`config.mk`:
```
export PLATFORM = sky130hd
export DESIGN_NAME = control_unit_flat
export DESIGN_NICKNAME = d
export VERILOG_FILES = /design/src/rtl/control_unit_pkg.sv /design/src/rtl/control_unit_if.sv /design/src/rtl/control_unit_alu_op_decoder.sv /design/src/rtl/control_unit.sv /design/src/flat_wrapper.sv
export SDC_FILE = /design/constraint.sdc
export NUM_CORES = 1
export LEC_CHECK = 0
export ABC_CLOCK_PERIOD_IN_PS = 2550
export BUFFER_PORTS_ARGS = -buffer_cell sky130_fd_sc_hd__clkbuf_2
export CORE_ASPECT_RATIO = 1.25
export CORE_MARGIN = 2
export CORE_UTILIZATION = 40
export DETAILED_ROUTE_END_ITERATION = 6
export GPL_ROUTABILITY_DRIVEN = 0
export PLACE_DENSITY_LB_ADDON = 0.12
export SLEW_MARGIN = 10
export SYNTH_ARGS = -nofsm -noshare
export SYNTH_HDL_FRONTEND = slang
export SYNTH_SLANG_ARGS = --single-unit
```
`constraint.sdc`:
```
create_clock -name clk -period 2.55 [get_ports clk]
set_input_delay 0.1275 -clock clk [delete_from_list [all_inputs] [get_ports clk]]
set_output_delay 0.1275 -clock clk [all_outputs]
set_load 0.01 [all_outputs]
```
`src/rtl/control_unit_pkg.sv`:
```
// Shared types and encodings for the multicycle RV64I control unit.
package control_pkg;

    // FSM states, one per microstep of the multicycle sequence.
    typedef enum logic [4:0] {
        FETCH,
        FETCH2,
        DECODE,
        EX_R,
        EX_I,
        EX_LUI,
        ALU_WB,
        ADDR,
        MEM_RD,
        MEM_WAIT,
        LD_WB,
        ST,
        BRANCH,
        BR_NT,
        JALR_ADDR,
        JAL_LINK,
        JAL_JUMP,
        HALT
    } state_t;

    // ALU operation selector driven to the datapath.
    typedef enum logic [3:0] {
        ALU_ADD    = 4'd0,
        ALU_SUB    = 4'd1,
        ALU_AND    = 4'd2,
        ALU_OR     = 4'd3,
        ALU_XOR    = 4'd4,
        ALU_SLL    = 4'd5,
        ALU_SRL    = 4'd6,
        ALU_SRA    = 4'd7,
        ALU_SLT    = 4'd8,
        ALU_PASS_B = 4'd9
    } alu_op_t;

    // Major opcodes of the supported subset.
    localparam logic [6:0] OPC_OP     = 7'b0110011;
    localparam logic [6:0] OPC_OP_IMM = 7'b0010011;
    localparam logic [6:0] OPC_LOAD   = 7'b0000011;
    localparam logic [6:0] OPC_STORE  = 7'b0100011;
    localparam logic [6:0] OPC_BRANCH = 7'b1100011;
    localparam logic [6:0] OPC_JAL    = 7'b1101111;
    localparam logic [6:0] OPC_JALR   = 7'b1100111;
    localparam logic [6:0] OPC_LUI    = 7'b0110111;

    // Load/store width splice encodings (match funct3[1:0]).
    localparam logic [1:0] SPLICE_BYTE   = 2'd0;
    localparam logic [1:0] SPLICE_HALF   = 2'd1;
    localparam logic [1:0] SPLICE_WORD   = 2'd2;
    localparam logic [1:0] SPLICE_DOUBLE = 2'd3;

    // ALU B-operand mux selects.
    localparam logic [1:0] SRC_B_REG      = 2'd0;
    localparam logic [1:0] SRC_B_FOUR     = 2'd1;
    localparam logic [1:0] SRC_B_IMM      = 2'd2;
    localparam logic [1:0] SRC_B_IMM_SHL2 = 2'd3;

    // Register-file write-back source selects.
    localparam logic [1:0] WB_ALUOUT = 2'd0;
    localparam logic [1:0] WB_LOAD   = 2'd1;
    localparam logic [1:0] WB_PC     = 2'd2;

    // Every registered control flag the FSM drives.
    typedef struct packed {
        logic       pc_write;
        logic       pc_write_cond;
        logic       pc_source;
        logic       alu_src_a;
        logic [1:0] alu_src_b;
        alu_op_t    alu_op;
        logic       load_aout;
        logic       reg_write;
        logic       load_reg_a;
        logic       load_reg_b;
        logic       load_mdr;
        logic       imem_read;
        logic       ir_write;
        logic [1:0] mem_to_reg;
        logic       dmem_op;
        logic [1:0] load_splice;
        logic [1:0] store_splice;
        logic       halted;
    } ctrl_t;

    localparam ctrl_t CTRL_IDLE = '0;

    // Branch funct3 values this control unit can evaluate.
    function automatic logic branch_legal(input logic [2:0] funct3);
        return (funct3 == 3'b000) || (funct3 == 3'b001) ||
               (funct3 == 3'b100) || (funct3 == 3'b101);
    endfunction

    // Branch outcome from the signed-compare ALU flags.
    function automatic logic branch_taken(input logic [2:0] funct3,
                                          input logic       equal,
                                          input logic       less);
        logic t;
        case (funct3)
            3'b000:  t = equal;
            3'b001:  t = !equal;
            3'b100:  t = less;
            3'b101:  t = !less;
            default: t = 1'b0;
        endcase
        return t;
    endfunction

endpackage

```
`src/rtl/control_unit_if.sv`:
```
// Control/status bundle between the control unit and the RV64 datapath.
interface control_unit_if;
    import control_pkg::*;

    // Status from the datapath.
    logic [31:0] instruction;
    logic        alu_zero;
    logic        alu_equal;
    logic        alu_greater;
    logic        alu_less;

    // Control to the datapath.
    logic        PCWrite;
    logic        PCWriteCond;
    logic        PCWriteState;
    logic        PCSource;
    logic        ALUSrcA;
    logic [1:0]  ALUSrcB;
    alu_op_t     ALUOp;
    logic        LoadAOut;
    logic        RegWrite;
    logic        LoadRegA;
    logic        LoadRegB;
    logic        LoadMDR;
    logic        IMemRead;
    logic        IRWrite;
    logic [1:0]  MemToReg;
    logic        DMemOp;
    logic [1:0]  LoadSplice;
    logic [1:0]  StoreSplice;
    logic        halted;

    // Control unit side.
    modport master (
        input  instruction, alu_zero, alu_equal, alu_greater, alu_less,
        output PCWrite, PCWriteCond, PCWriteState, PCSource, ALUSrcA, ALUSrcB,
               ALUOp, LoadAOut, RegWrite, LoadRegA, LoadRegB, LoadMDR,
               IMemRead, IRWrite, MemToReg, DMemOp, LoadSplice, StoreSplice,
               halted
    );

    // Datapath side.
    modport slave (
        output instruction, alu_zero, alu_equal, alu_greater, alu_less,
        input  PCWrite, PCWriteCond, PCWriteState, PCSource, ALUSrcA, ALUSrcB,
               ALUOp, LoadAOut, RegWrite, LoadRegA, LoadRegB, LoadMDR,
               IMemRead, IRWrite, MemToReg, DMemOp, LoadSplice, StoreSplice,
               halted
    );

endinterface

```
`src/rtl/control_unit_alu_op_decoder.sv`:
```
// Maps opcode/funct3/funct7 of R- and I-type ALU instructions to an ALU op;
// flags encodings the datapath cannot execute so the FSM can halt.
module alu_op_decoder
    import control_pkg::*;
(
    input  logic [6:0] opcode,
    input  logic [2:0] funct3,
    input  logic [6:0] funct7,
    output alu_op_t    alu_op,
    output logic       illegal
);

    // Combinational op lookup; shift-immediates use funct7[6:1] since
    // RV64 shamt occupies bit 25.
    always_comb begin
        // NOTE: defaults first so every path assigns both outputs and no latch is inferred.
        alu_op  = ALU_ADD;
        illegal = 1'b0;
        if (opcode == OPC_OP) begin
            case (funct3)
                3'b000: begin
                    if (funct7 == 7'b0000000)      alu_op = ALU_ADD;
                    else if (funct7 == 7'b0100000) alu_op = ALU_SUB;
                    else                           illegal = 1'b1;
                end
                3'b001: begin alu_op = ALU_SLL; illegal = (funct7 != 7'b0); end
                3'b010: begin alu_op = ALU_SLT; illegal = (funct7 != 7'b0); end
                3'b100: begin alu_op = ALU_XOR; illegal = (funct7 != 7'b0); end
                3'b101: begin
                    if (funct7 == 7'b0000000)      alu_op = ALU_SRL;
                    else if (funct7 == 7'b0100000) alu_op = ALU_SRA;
                    else                           illegal = 1'b1;
                end
                3'b110: begin alu_op = ALU_OR;  illegal = (funct7 != 7'b0); end
                3'b111: begin alu_op = ALU_AND; illegal = (funct7 != 7'b0); end
                default: illegal = 1'b1;
            endcase
        end else if (opcode == OPC_OP_IMM) begin
            case (funct3)
                3'b000: alu_op = ALU_ADD;
                3'b010: alu_op = ALU_SLT;
                3'b100: alu_op = ALU_XOR;
                3'b110: alu_op = ALU_OR;
                3'b111: alu_op = ALU_AND;
                3'b001: begin alu_op = ALU_SLL; illegal = (funct7[6:1] != 6'b0); end
                3'b101: begin
                    if (funct7[6:1] == 6'b000000)      alu_op = ALU_SRL;
                    else if (funct7[6:1] == 6'b010000) alu_op = ALU_SRA;
                    else                               illegal = 1'b1;
                end
                default: illegal = 1'b1;
            endcase
        end
    end

endmodule

```
`src/rtl/control_unit.sv`:
```
// Multicycle control FSM for the RV64I datapath: sequences fetch, decode,
// execute, memory and write-back, and halts on ebreak/illegal encodings.
module control_unit
    import control_pkg::*;
(
    input  logic           clk,
    input  logic           reset,
    control_unit_if.master bus
);

    logic [6:0] opcode;
    logic [2:0] funct3;
    logic [6:0] funct7;
    alu_op_t    dec_op;
    logic       dec_illegal;
    logic       taken;
    logic       started;
    state_t     state;
    state_t     state_next;
    ctrl_t      ctrl_q;
    logic       unused_bits;

    assign opcode = bus.instruction[6:0];
    assign funct3 = bus.instruction[14:12];
    assign funct7 = bus.instruction[31:25];
    assign taken  = branch_taken(funct3, bus.alu_equal, bus.alu_less);

    // Register indices, immediates and the remaining flags belong to the datapath.
    assign unused_bits = ^{bus.alu_zero, bus.alu_greater,
                           bus.instruction[24:15], bus.instruction[11:7]};

    alu_op_decoder u_alu_op_decoder (
        .opcode  (opcode),
        .funct3  (funct3),
        .funct7  (funct7),
        .alu_op  (dec_op),
        .illegal (dec_illegal)
    );

    // Adds the shared "PC <= PC + 4" step to a control word.
    function automatic ctrl_t with_pc4(input ctrl_t c_in);
        ctrl_t c;
        c           = c_in;
        c.alu_src_a = 1'b0;
        c.alu_src_b = SRC_B_FOUR;
        c.alu_op    = ALU_ADD;
        c.pc_source = 1'b0;
        c.pc_write  = 1'b1;
        return c;
    endfunction

    // Moore control word for a state; flags not set here stay 0.
    function automatic ctrl_t decode_ctrl(input state_t     s,
                                          input alu_op_t    op,
                                          input logic [1:0] splice);
        ctrl_t c;
        c = CTRL_IDLE;
        case (s)
            FETCH:  c.imem_read = 1'b1;
            FETCH2: c.ir_write  = 1'b1;
            DECODE: begin
                c.load_reg_a = 1'b1;
                c.load_reg_b = 1'b1;
                c.alu_src_b  = SRC_B_IMM;
                c.load_aout  = 1'b1;
            end
            EX_R: begin
                c.alu_src_a = 1'b1;
                c.alu_src_b = SRC_B_REG;
                c.alu_op    = op;
                c.load_aout = 1'b1;
            end
            EX_I: begin
                c.alu_src_a = 1'b1;
                c.alu_src_b = SRC_B_IMM;
                c.alu_op    = op;
                c.load_aout = 1'b1;
            end
            EX_LUI: begin
                c.alu_src_b = SRC_B_IMM;
                c.alu_op    = ALU_PASS_B;
                c.load_aout = 1'b1;
            end
            ALU_WB: begin
                c            = with_pc4(c);
                c.reg_write  = 1'b1;
                c.mem_to_reg = WB_ALUOUT;
            end
            ADDR, JALR_ADDR: begin
                c.alu_src_a = 1'b1;
                c.alu_src_b = SRC_B_IMM;
                c.load_aout = 1'b1;
            end
            MEM_WAIT: c.load_mdr = 1'b1;
            LD_WB: begin
                c             = with_pc4(c);
                c.reg_write   = 1'b1;
                c.mem_to_reg  = WB_LOAD;
                c.load_splice = splice;
            end
            ST: begin
                c              = with_pc4(c);
                c.dmem_op      = 1'b1;
                c.store_splice = splice;
            end
            BRANCH: begin
                c.alu_src_a     = 1'b1;
                c.alu_src_b     = SRC_B_REG;
                c.alu_op        = ALU_SUB;
                c.pc_write_cond = 1'b1;
                c.pc_source     = 1'b1;
            end
            BR_NT, JAL_LINK: c = with_pc4(c);
            JAL_JUMP: begin
                c.reg_write  = 1'b1;
                c.mem_to_reg = WB_PC;
                c.pc_source  = 1'b1;
                c.pc_write   = 1'b1;
            end
            HALT:    c.halted = 1'b1;
            default: c = CTRL_IDLE;
        endcase
        return c;
    endfunction

    // Next-state selection, including decode dispatch and branch resolution.
    always_comb begin
        state_next = state;
        case (state)
            FETCH:  state_next = FETCH2;
            FETCH2: state_next = DECODE;
            DECODE: begin
                case (opcode)
                    OPC_OP:     state_next = dec_illegal ? HALT : EX_R;
                    OPC_OP_IMM: state_next = dec_illegal ? HALT : EX_I;
                    OPC_LOAD,
                    OPC_STORE:  state_next = funct3[2] ? HALT : ADDR;
                    OPC_BRANCH: state_next = branch_legal(funct3) ? BRANCH : HALT;
                    OPC_JAL:    state_next = JAL_LINK;
                    OPC_JALR:   state_next = JALR_ADDR;
                    OPC_LUI:    state_next = EX_LUI;
                    default:    state_next = HALT;
                endcase
            end
            EX_R, EX_I, EX_LUI: state_next = ALU_WB;
            ADDR:      state_next = (opcode == OPC_LOAD) ? MEM_RD : ST;
            MEM_RD:    state_next = MEM_WAIT;
            MEM_WAIT:  state_next = LD_WB;
            BRANCH:    state_next = taken ? FETCH : BR_NT;
            JALR_ADDR: state_next = JAL_LINK;
            JAL_LINK:  state_next = JAL_JUMP;
            ALU_WB, LD_WB, ST, BR_NT, JAL_JUMP: state_next = FETCH;
            HALT:      state_next = HALT;
            default:   state_next = HALT;
        endcase
    end

    // State and registered control word; the first edge after reset only
    // presents the FETCH controls so reset itself keeps every flag low.
    always_ff @(posedge clk or posedge reset) begin
        if (reset) begin
            // NOTE: sequential state uses non-blocking assignments so every register samples pre-edge values.
            state   <= FETCH;
            ctrl_q  <= CTRL_IDLE;
            started <= 1'b0;
        end else if (!started) begin
            started <= 1'b1;
            ctrl_q  <= decode_ctrl(FETCH, dec_op, funct3[1:0]);
        end else begin
            state  <= state_next;
            ctrl_q <= decode_ctrl(state_next, dec_op, funct3[1:0]);
        end
    end

    assign bus.PCWrite      = ctrl_q.pc_write;
    assign bus.PCWriteCond  = ctrl_q.pc_write_cond;
    assign bus.PCWriteState = ctrl_q.pc_write | (ctrl_q.pc_write_cond & taken);
    assign bus.PCSource     = ctrl_q.pc_source;
    assign bus.ALUSrcA      = ctrl_q.alu_src_a;
    assign bus.ALUSrcB      = ctrl_q.alu_src_b;
    assign bus.ALUOp        = ctrl_q.alu_op;
    assign bus.LoadAOut     = ctrl_q.load_aout;
    assign bus.RegWrite     = ctrl_q.reg_write;
    assign bus.LoadRegA     = ctrl_q.load_reg_a;
    assign bus.LoadRegB     = ctrl_q.load_reg_b;
    assign bus.LoadMDR      = ctrl_q.load_mdr;
    assign bus.IMemRead     = ctrl_q.imem_read;
    assign bus.IRWrite      = ctrl_q.ir_write;
    assign bus.MemToReg     = ctrl_q.mem_to_reg;
    assign bus.DMemOp       = ctrl_q.dmem_op;
    assign bus.LoadSplice   = ctrl_q.load_splice;
    assign bus.StoreSplice  = ctrl_q.store_splice;
    assign bus.halted       = ctrl_q.halted;

endmodule

```
`src/flat_wrapper.sv`:
```
// flat-port wrapper written by rule: the top's interface ports become plain ports
module control_unit_flat import control_pkg::*;
  (clk, reset, bus_instruction, bus_alu_zero, bus_alu_equal, bus_alu_greater, bus_alu_less, bus_PCWrite, bus_PCWriteCond, bus_PCWriteState, bus_PCSource, bus_ALUSrcA, bus_ALUSrcB, bus_ALUOp, bus_LoadAOut, bus_RegWrite, bus_LoadRegA, bus_LoadRegB, bus_LoadMDR, bus_IMemRead, bus_IRWrite, bus_MemToReg, bus_DMemOp, bus_LoadSplice, bus_StoreSplice, bus_halted);
  control_unit_if bus_i ();
  input  logic clk;
  input  logic reset;
  input wire logic [$bits(bus_i.instruction)-1:0] bus_instruction;
  input wire logic [$bits(bus_i.alu_zero)-1:0] bus_alu_zero;
  input wire logic [$bits(bus_i.alu_equal)-1:0] bus_alu_equal;
  input wire logic [$bits(bus_i.alu_greater)-1:0] bus_alu_greater;
  input wire logic [$bits(bus_i.alu_less)-1:0] bus_alu_less;
  output wire logic [$bits(bus_i.PCWrite)-1:0] bus_PCWrite;
  output wire logic [$bits(bus_i.PCWriteCond)-1:0] bus_PCWriteCond;
  output wire logic [$bits(bus_i.PCWriteState)-1:0] bus_PCWriteState;
  output wire logic [$bits(bus_i.PCSource)-1:0] bus_PCSource;
  output wire logic [$bits(bus_i.ALUSrcA)-1:0] bus_ALUSrcA;
  output wire logic [$bits(bus_i.ALUSrcB)-1:0] bus_ALUSrcB;
  output wire logic [$bits(bus_i.ALUOp)-1:0] bus_ALUOp;
  output wire logic [$bits(bus_i.LoadAOut)-1:0] bus_LoadAOut;
  output wire logic [$bits(bus_i.RegWrite)-1:0] bus_RegWrite;
  output wire logic [$bits(bus_i.LoadRegA)-1:0] bus_LoadRegA;
  output wire logic [$bits(bus_i.LoadRegB)-1:0] bus_LoadRegB;
  output wire logic [$bits(bus_i.LoadMDR)-1:0] bus_LoadMDR;
  output wire logic [$bits(bus_i.IMemRead)-1:0] bus_IMemRead;
  output wire logic [$bits(bus_i.IRWrite)-1:0] bus_IRWrite;
  output wire logic [$bits(bus_i.MemToReg)-1:0] bus_MemToReg;
  output wire logic [$bits(bus_i.DMemOp)-1:0] bus_DMemOp;
  output wire logic [$bits(bus_i.LoadSplice)-1:0] bus_LoadSplice;
  output wire logic [$bits(bus_i.StoreSplice)-1:0] bus_StoreSplice;
  output wire logic [$bits(bus_i.halted)-1:0] bus_halted;
  assign bus_i.instruction = bus_instruction;
  assign bus_i.alu_zero = bus_alu_zero;
  assign bus_i.alu_equal = bus_alu_equal;
  assign bus_i.alu_greater = bus_alu_greater;
  assign bus_i.alu_less = bus_alu_less;
  assign bus_PCWrite = bus_i.PCWrite;
  assign bus_PCWriteCond = bus_i.PCWriteCond;
  assign bus_PCWriteState = bus_i.PCWriteState;
  assign bus_PCSource = bus_i.PCSource;
  assign bus_ALUSrcA = bus_i.ALUSrcA;
  assign bus_ALUSrcB = bus_i.ALUSrcB;
  assign bus_ALUOp = bus_i.ALUOp;
  assign bus_LoadAOut = bus_i.LoadAOut;
  assign bus_RegWrite = bus_i.RegWrite;
  assign bus_LoadRegA = bus_i.LoadRegA;
  assign bus_LoadRegB = bus_i.LoadRegB;
  assign bus_LoadMDR = bus_i.LoadMDR;
  assign bus_IMemRead = bus_i.IMemRead;
  assign bus_IRWrite = bus_i.IRWrite;
  assign bus_MemToReg = bus_i.MemToReg;
  assign bus_DMemOp = bus_i.DMemOp;
  assign bus_LoadSplice = bus_i.LoadSplice;
  assign bus_StoreSplice = bus_i.StoreSplice;
  assign bus_halted = bus_i.halted;
  control_unit u_core (.clk(clk), .reset(reset), .bus(bus_i));
endmodule
```
# After elaboration in Yosys (flattened, before gate mapping)
# Index checks and enable logic that the tools add are counted.
[totals] register_bits=31 latchBits=0 ramBits=0 rom_bits=0 out_inout_bits=26 elab_cells=139 memories=0
[classes] n_addsub=0 mul=0 n_div=0 order_cmp=0 n_eq_ne=48 shifts=0 mux=43 bitwise=2 reduce_logical=26
[op_table] op="$eq 5x4->1 const B" count=15
[op_table] op="$pmux 5 s11" count=1
[op_table] op="$eq 5x3->1 const B" count=8
[op_table] op="$pmux 5 s7" count=1
[op_table] op="$reduce_or 5->1" count=6
[op_table] op="$eq 7x6->1 const B" count=4
[op_table] op="$pmux 4 s7" count=1
[op_table] op="$mux 25" count=1
[op_table] op="$pmux 4 s6" count=1
[op_table] op="$eq 7x7->1 const B" count=3
[op_table] op="$eq 5x2->1 const B" count=4
[op_table] op="$mux 5" count=4
[op_table] op="$mux 1" count=18
[op_table] op="$eq 5x5->1 const B" count=3
[op_table] op="$eq 3x3->1 const B" count=4
[op_table] op="$mux 3" count=4
[op_table] op="$mux 4" count=3
[op_table] op="$pmux 4 s3" count=1
[op_table] op="$reduce_or 6->1" count=2
[op_table] op="$eq 5x1->1 const B" count=2
[op_table] op="$logic_not 5->1" count=2
[op_table] op="$pmux 5 s2" count=1
[op_table] op="$pmux 2 s2" count=2
[op_table] op="$reduce_or 2->1" count=4
[op_table] op="19 further kinds" count=24

# Depth between registers and ports, before layout
[logic_depth] depth_word=13 mapped_depth=11 mapped_depth_nobuf=8

# Cells and area by module
# Synthesis repeated with hierarchy kept, for this count alone.
[hier_totals] cells_unflattened=239 hier_area_um2=2069.5
[by_module_without_submodules] mod="control_unit" instances=1 cells_each=210 area_per_inst_um2=1888.1
[by_module_without_submodules] mod="alu_op_decoder" instances=1 cells_each=29 area_per_inst_um2=181.4

# Worst setup path before layout
# OpenSTA, ideal clock, no wires.
[synth_timing] kind="register -> register" startpoint="register u_core.state[3]" endpoint="register u_core.ctrl_q, in the netlist u_core.bus.PCSource" t_arrival_ns=1.917 path_slack_ns=0.509 stages_incl_launch_ff=11 path_buffers=2 period_less_slack_ns=2.041 cell_sequence="dfrtp_1 buf_2 nor2_1 nand3_1 a211o_1 and3_1 o211a_1 buf_6 nor2b_1 nor3b_2 or2_1"
[synth_via] elab_chain_len=7 word_cells_on_any_way=25
[synth_lines] element="start, declared" line="control_unit.sv:18" text="state_t state;"
[synth_lines] element="start signal, assigned" line="control_unit.sv:170" text="state <= state_next;"
[synth_lines] element="$eq 5x3->1 (tied with other cells)" line="control_unit.sv:129" text="case (state)"
[synth_lines] element="$reduce_or 5->1 / $reduce_or 3->1 (equally long branches)" line="control_unit.sv:129"
[synth_lines] element="$pmux 5 s11 *" line="control_unit.sv:129"
[synth_lines] element="$eq 5x4->1 / $eq 5x5->1 (equally long branches)" line="control_unit.sv:58" text="case (s)"
[synth_lines] element="$reduce_or 2->1 (no line) *"
[synth_lines] element="$mux 1 *" line="control_unit.sv:58"
[synth_lines] element="$mux 25 *" line="control_unit.sv:166" text="end else if (!started) begin"
[synth_lines] element="end signal, assigned" line="control_unit.sv:168" text="ctrl_q <= decode_ctrl(FETCH, dec_op, funct3[1:0]);"
[synth_lines] element="end signal, assigned" line="control_unit.sv:171" text="ctrl_q <= decode_ctrl(state_next, dec_op, funct3[1:0]);"
[synth_lines] element="end, declared" line="control_unit.sv:20" text="ctrl_t ctrl_q;"
# Every way passes the cells marked *; elsewhere a longest branch is shown, timed or not.
# A chain may end at the register's enable or synchronous reset.

# Final worst setup path
[layout_timing] startpoint="register u_core.state[2]" endpoint="register u_core.ctrl_q, in the netlist u_core.bus.PCSource"
# The elaborated chain is that of the path after synthesis.

==> impl_metrics.xml <==
<?xml version="1.0" encoding="UTF-8"?>
<metrics>
  <group name="status">
    <metric name="outcome" unit="">finished, final reports clean</metric>
  </group>
  <group name="die">
    <metric name="core_region_area" unit="um^2">4660</metric>
    <metric name="die_area" unit="um^2">5340</metric>
    <metric name="starting_utilization_of_the_core_area" unit="%">40.9</metric>
    <metric name="fp.dieH" unit="um">81.2</metric>
    <metric name="top_level_ports" unit="">64</metric>
    <metric name="die_x" unit="um">65.8</metric>
    <metric name="row_count" unit="">28</metric>
  </group>
  <group name="clocking">
    <metric name="cts_inserted_buffers" unit="">5</metric>
    <metric name="post-cts-setup-buffers" unit="">0</metric>
    <metric name="cts.reportedPaths.clkPinSlew" unit="ns">0.06</metric>
    <metric name="cts-htree-levels" unit="">2</metric>
    <metric name="clk_root_buffer_cell" unit="">sky130_fd_sc_hd__clkbuf_8</metric>
    <metric name="clk_latency" unit="ns">0.28</metric>
    <metric name="clockBufferDepth" unit="">2</metric>
    <metric name="cts_tree" unit="">yes</metric>
    <metric name="cts.sink_count" unit="">30</metric>
  </group>
  <group name="setup_path">
    <metric name="cp_cell_sequence" unit="">nor2_1 &gt; nand3_1 &gt; a211o_1 &gt; and3_1 &gt; o211a_2 &gt; nor2b_1 &gt; nor3b_2 &gt; or2_1</metric>
    <metric name="timing.rr.start" unit="">u_core.state[2]$_DFFE_PP0P_</metric>
    <metric name="timing.reg2reg.setup_slack" unit="ns">0.27</metric>
    <metric name="critPathBufInv" unit="">0</metric>
    <metric name="worstPathArrival" unit="ns">2.43</metric>
    <metric name="crit_path_max_fanout" unit="">15</metric>
    <metric name="timing.critical_path.max_delay_family" unit="">simple AND/OR/NAND/NOR gates</metric>
    <metric name="critical_path_depth" unit="">8</metric>
    <metric name="worst_setup_path_start_kind" unit="">flip-flop</metric>
    <metric name="worst-setup-path-type" unit="">flip-flop to flip-flop</metric>
    <metric name="worst_reg_to_reg_path_cell_count" unit="">8</metric>
    <metric name="cpMaxStageDelayCell" unit="">sky130_fd_sc_hd__dfrtp_1</metric>
    <metric name="required" unit="ns">2.71</metric>
    <metric name="critPathMaxStageDelay" unit="ns">0.49</metric>
    <metric name="worstSetupEndpointType" unit="">flip-flop</metric>
    <metric name="worst_r2r_endpoint" unit="">u_core.bus.PCSource$_DFF_PP0_</metric>
  </group>
  <group name="pwr">
    <metric name="power_per_cell_area" unit="nW/um^2">810</metric>
    <metric name="worst_ir_drop_vdd" unit="mV">0.227</metric>
    <metric name="power_leakage" unit="nW">1.08</metric>
  </group>
  <group name="drt">
    <metric name="detail_route.wirelength" unit="mm">4.36</metric>
    <metric name="wl_per_cell" unit="um">13.2</metric>
    <metric name="vias" unit="">1717</metric>
    <metric name="final_antenna_net_count" unit="">0</metric>
    <metric name="vias_per_cell" unit="">5.22</metric>
    <metric name="drt_iter0_markers" unit="">69</metric>
    <metric name="post-route-drc-count" unit="">0</metric>
    <metric name="drtPass1Iterations" unit="">4</metric>
  </group>
  <group name="synthesis">
    <metric name="synth.cell_area" unit="um^2">1910</metric>
    <metric name="synth_area_in_compound_gates" unit="%">21.4</metric>
    <metric name="synth_cell_type_count" unit="">56</metric>
    <metric name="most_frequently_used_flop_master_after_synthesis" unit="">sky130_fd_sc_hd__dfrtp_1</metric>
    <metric name="synthSimpleGateAreaFrac" unit="%">30.2</metric>
    <metric name="mappedNetlistNets" unit="">258</metric>
    <metric name="synth.yosys.warnings" unit="">0</metric>
    <metric name="postSynthCellCount" unit="">220</metric>
    <metric name="mux_share_of_post_synthesis_cell_area" unit="%">1.05</metric>
    <metric name="post_synth_xor_area_fraction" unit="%">0.459</metric>
    <metric name="per_instance_average_area_after_synthesis" unit="um^2">8.67</metric>
    <metric name="number_of_register_bits_inferred_by_synthesis" unit="">30</metric>
    <metric name="async_reset_ff_share" unit="%">100</metric>
    <metric name="synth-edff-count" unit="">0</metric>
    <metric name="post_synth_fa_ha_maj_area_fraction" unit="%">0</metric>
    <metric name="seq_area_frac_synth" unit="%">39.4</metric>
    <metric name="synth_top_family_by_area" unit="">simple AND/OR/NAND/NOR gates</metric>
  </group>
  <group name="global_routing">
    <metric name="grt_use_total" unit="%">17.0</metric>
    <metric name="largest_net_degree_at_the_start_of_global_routing" unit="">31</metric>
    <metric name="grt_first_pass_wirelength" unit="mm">7.11</metric>
    <metric name="antenna_violations_before_repair" unit="">0</metric>
    <metric name="grt_overflow_total" unit="">0</metric>
    <metric name="first_global_vias" unit="">1547</metric>
  </group>
  <group name="layout">
    <metric name="multiInputGateArea" unit="um^2">1020</metric>
    <metric name="final_cells" unit="">329</metric>
    <metric name="nets" unit="">307</metric>
    <metric name="fill_cells" unit="">485</metric>
    <metric name="share_of_final_layout_standard_cells_stronger_than_drive_strength_1" unit="%">29.4</metric>
    <metric name="register_area" unit="um^2">751</metric>
    <metric name="antenna-diode-count" unit="">0</metric>
    <metric name="area_growth_syn_to_layout" unit="%">20.3</metric>
  </group>
  <group name="timing">
    <metric name="finalSetupViolations" unit="">0</metric>
    <metric name="final.hold.worst_slack" unit="ns">0.175</metric>
    <metric name="finalWorstSetupSlack" unit="ns">0.275</metric>
    <metric name="period_minus_slack" unit="ns">2.28</metric>
    <metric name="worst_slew_pin_slew" unit="ns">0.570</metric>
    <metric name="final-hold-violation-count" unit="">0</metric>
    <metric name="clock.fmax" unit="MHz">440</metric>
    <metric name="final_min_period_over_clock_period" unit="%">89.2</metric>
    <metric name="grt_setup_unrepaired" unit="">false</metric>
    <metric name="timing.clock.skew" unit="ns">0.00700</metric>
    <metric name="slew-limit-headroom" unit="%">62.0</metric>
    <metric name="slew_viol_final" unit="">0</metric>
    <metric name="setup_tns" unit="ns">0</metric>
  </group>
  <group name="hold_path">
    <metric name="hold-path-cell-count" unit="">2</metric>
    <metric name="min_to" unit="">u_core.bus.ALUOp[2]$_DFF_PP0_</metric>
    <metric name="worst_min_delay_path_class" unit="">primary input to flip-flop</metric>
    <metric name="min_from" unit="">bus_instruction[13]</metric>
  </group>
  <group name="place">
    <metric name="pre_cts_ws" unit="ns">0.0850</metric>
    <metric name="dp.final_hpwl" unit="mm">3.32</metric>
    <metric name="port_buffers" unit="">46</metric>
    <metric name="place_inst" unit="">321</metric>
  </group>
  <group name="job">
    <metric name="max_cap_viol_count" unit="">0</metric>
  </group>
</metrics>
## sequential cells by signal, summed over array words and instances (netlist names), 2 cells and up
name / flops
u_core.bus.ALUOp: 4
u_core.bus.ALUSrcB: 2
u_core.bus.LoadSplice: 2
u_core.bus.MemToReg: 2
u_core.bus.StoreSplice: 2
u_core.state: 5
## synth_stat cells, types with 5 or more instances
cell | count | area share [%]
sky130_fd_sc_hd__dfrtp_1 | 30 | 39
sky130_fd_sc_hd__nor2_1 | 28 | 5.5
sky130_fd_sc_hd__nand2_1 | 18 | 3.5
sky130_fd_sc_hd__o21ai_0 | 12 | 3.1
sky130_fd_sc_hd__a21oi_1 | 11 | 2.9
sky130_fd_sc_hd__inv_1 | 10 | 2.0
sky130_fd_sc_hd__nor3_1 | 9 | 2.4
sky130_fd_sc_hd__buf_2 | 7 | 1.8
sky130_fd_sc_hd__nand2b_1 | 6 | 2.0
sky130_fd_sc_hd__a31oi_1 | 5 | 1.6
sky130_fd_sc_hd__clkbuf_1 | 5 | 0.98
sky130_fd_sc_hd__nand3_1 | 5 | 1.3
## layout make-up
cell class,instances,share of cell area [%]
multi-input combinational,163,44.5
sequential,30,32.7
timing repair buffer,59,14.4
tap,60,3.27
clock buffer,5,3.00
inverter,10,1.64
clock inverter,2,0.436
## placed cells by master (no fill, tap or decap), types with 3 or more instances in the layout
cell	instances
sky130_fd_sc_hd__clkbuf_2	46
sky130_fd_sc_hd__dfrtp_1	30
sky130_fd_sc_hd__nor2_1	28
sky130_fd_sc_hd__nand2_1	18
sky130_fd_sc_hd__o21ai_0	12
sky130_fd_sc_hd__buf_4	12
sky130_fd_sc_hd__a21oi_1	10
sky130_fd_sc_hd__inv_1	10
sky130_fd_sc_hd__nor3_1	9
sky130_fd_sc_hd__nand2b_1	6
sky130_fd_sc_hd__nand3_1	5
sky130_fd_sc_hd__a31oi_1	5
sky130_fd_sc_hd__clkbuf_8	5
sky130_fd_sc_hd__nor2b_1	4
sky130_fd_sc_hd__o21a_1	4
sky130_fd_sc_hd__o2111ai_1	4
sky130_fd_sc_hd__a211o_1	3
sky130_fd_sc_hd__o21bai_1	3
sky130_fd_sc_hd__o211ai_1	3
sky130_fd_sc_hd__and2_1	3
## stage by stage
| step | utilization (%) | cell area (um^2) | power [W] |
|---|---|---|---|
| floorplan | - | 1910 | 0.00127 |
| global placement | 47.2 | 2200 | 0.00151 |
| detailed placement | 47.2 | 2200 | 0.00151 |
| CTS | 49.1 | 2290 | 0.00186 |
| global route | 49.2 | 2290 | 0.00199 |
| finish | 49.2 | 2290 | 0.00186 |
## where the power goes
| group | leakage [nW] | total [W] | internal [W] | switching, W |
|---|---|---|---|---|
| Clock | 0.0438 | 0.000344 | 0.000182 | 0.000162 |
| Sequential | 0.399 | 0.000653 | 0.000576 | 0.0000770 |
| Combinational | 0.634 | 0.000862 | 0.000361 | 0.000501 |
## cell families after synthesis
group	after synthesis
compound gates	60
xor+xnor	1
buf+inv	27
flops	30
mux	2
other cells	1
simple gates	99
## routing by layer
metal | vias to the layer above | GRT usage [%] | wire length [um]
met4 | 0 | 7.08 | 67
met5 | - | 0 | 0
met2 | 48 | 29.8 | 2160
met1 | 784 | 20.8 | 1940
met3 | 5 | 2.35 | 182
li1 | 880 | - | -
## worst max path at each step
stage	from	end	slack, ns
floorplan	u_core.state[3]$_DFFE_PP0P_	u_core.bus.PCSource$_DFF_PP0_	0.51
global placement	bus_instruction[14]	u_core.bus.ALUOp[2]$_DFF_PP0_	0.08
detailed placement	bus_instruction[14]	u_core.bus.ALUOp[2]$_DFF_PP0_	0.08
CTS	u_core.state[2]$_DFFE_PP0P_	u_core.bus.ALUOp[2]$_DFF_PP0_	0.05
global route	u_core.state[1]$_DFFE_PP0P_	u_core.bus.PCSource$_DFF_PP0_	0.07
finish	u_core.state[2]$_DFFE_PP0P_	u_core.bus.PCSource$_DFF_PP0_	0.27
## what timing repair did
item	4_1_cts	5_1_grt
hold endpoints to repair	30	0
endpoints found under the setup margin	0	11
gates resized for setup	0	3
hold buffers	1	0
Power figures use the tool's default switching activity.
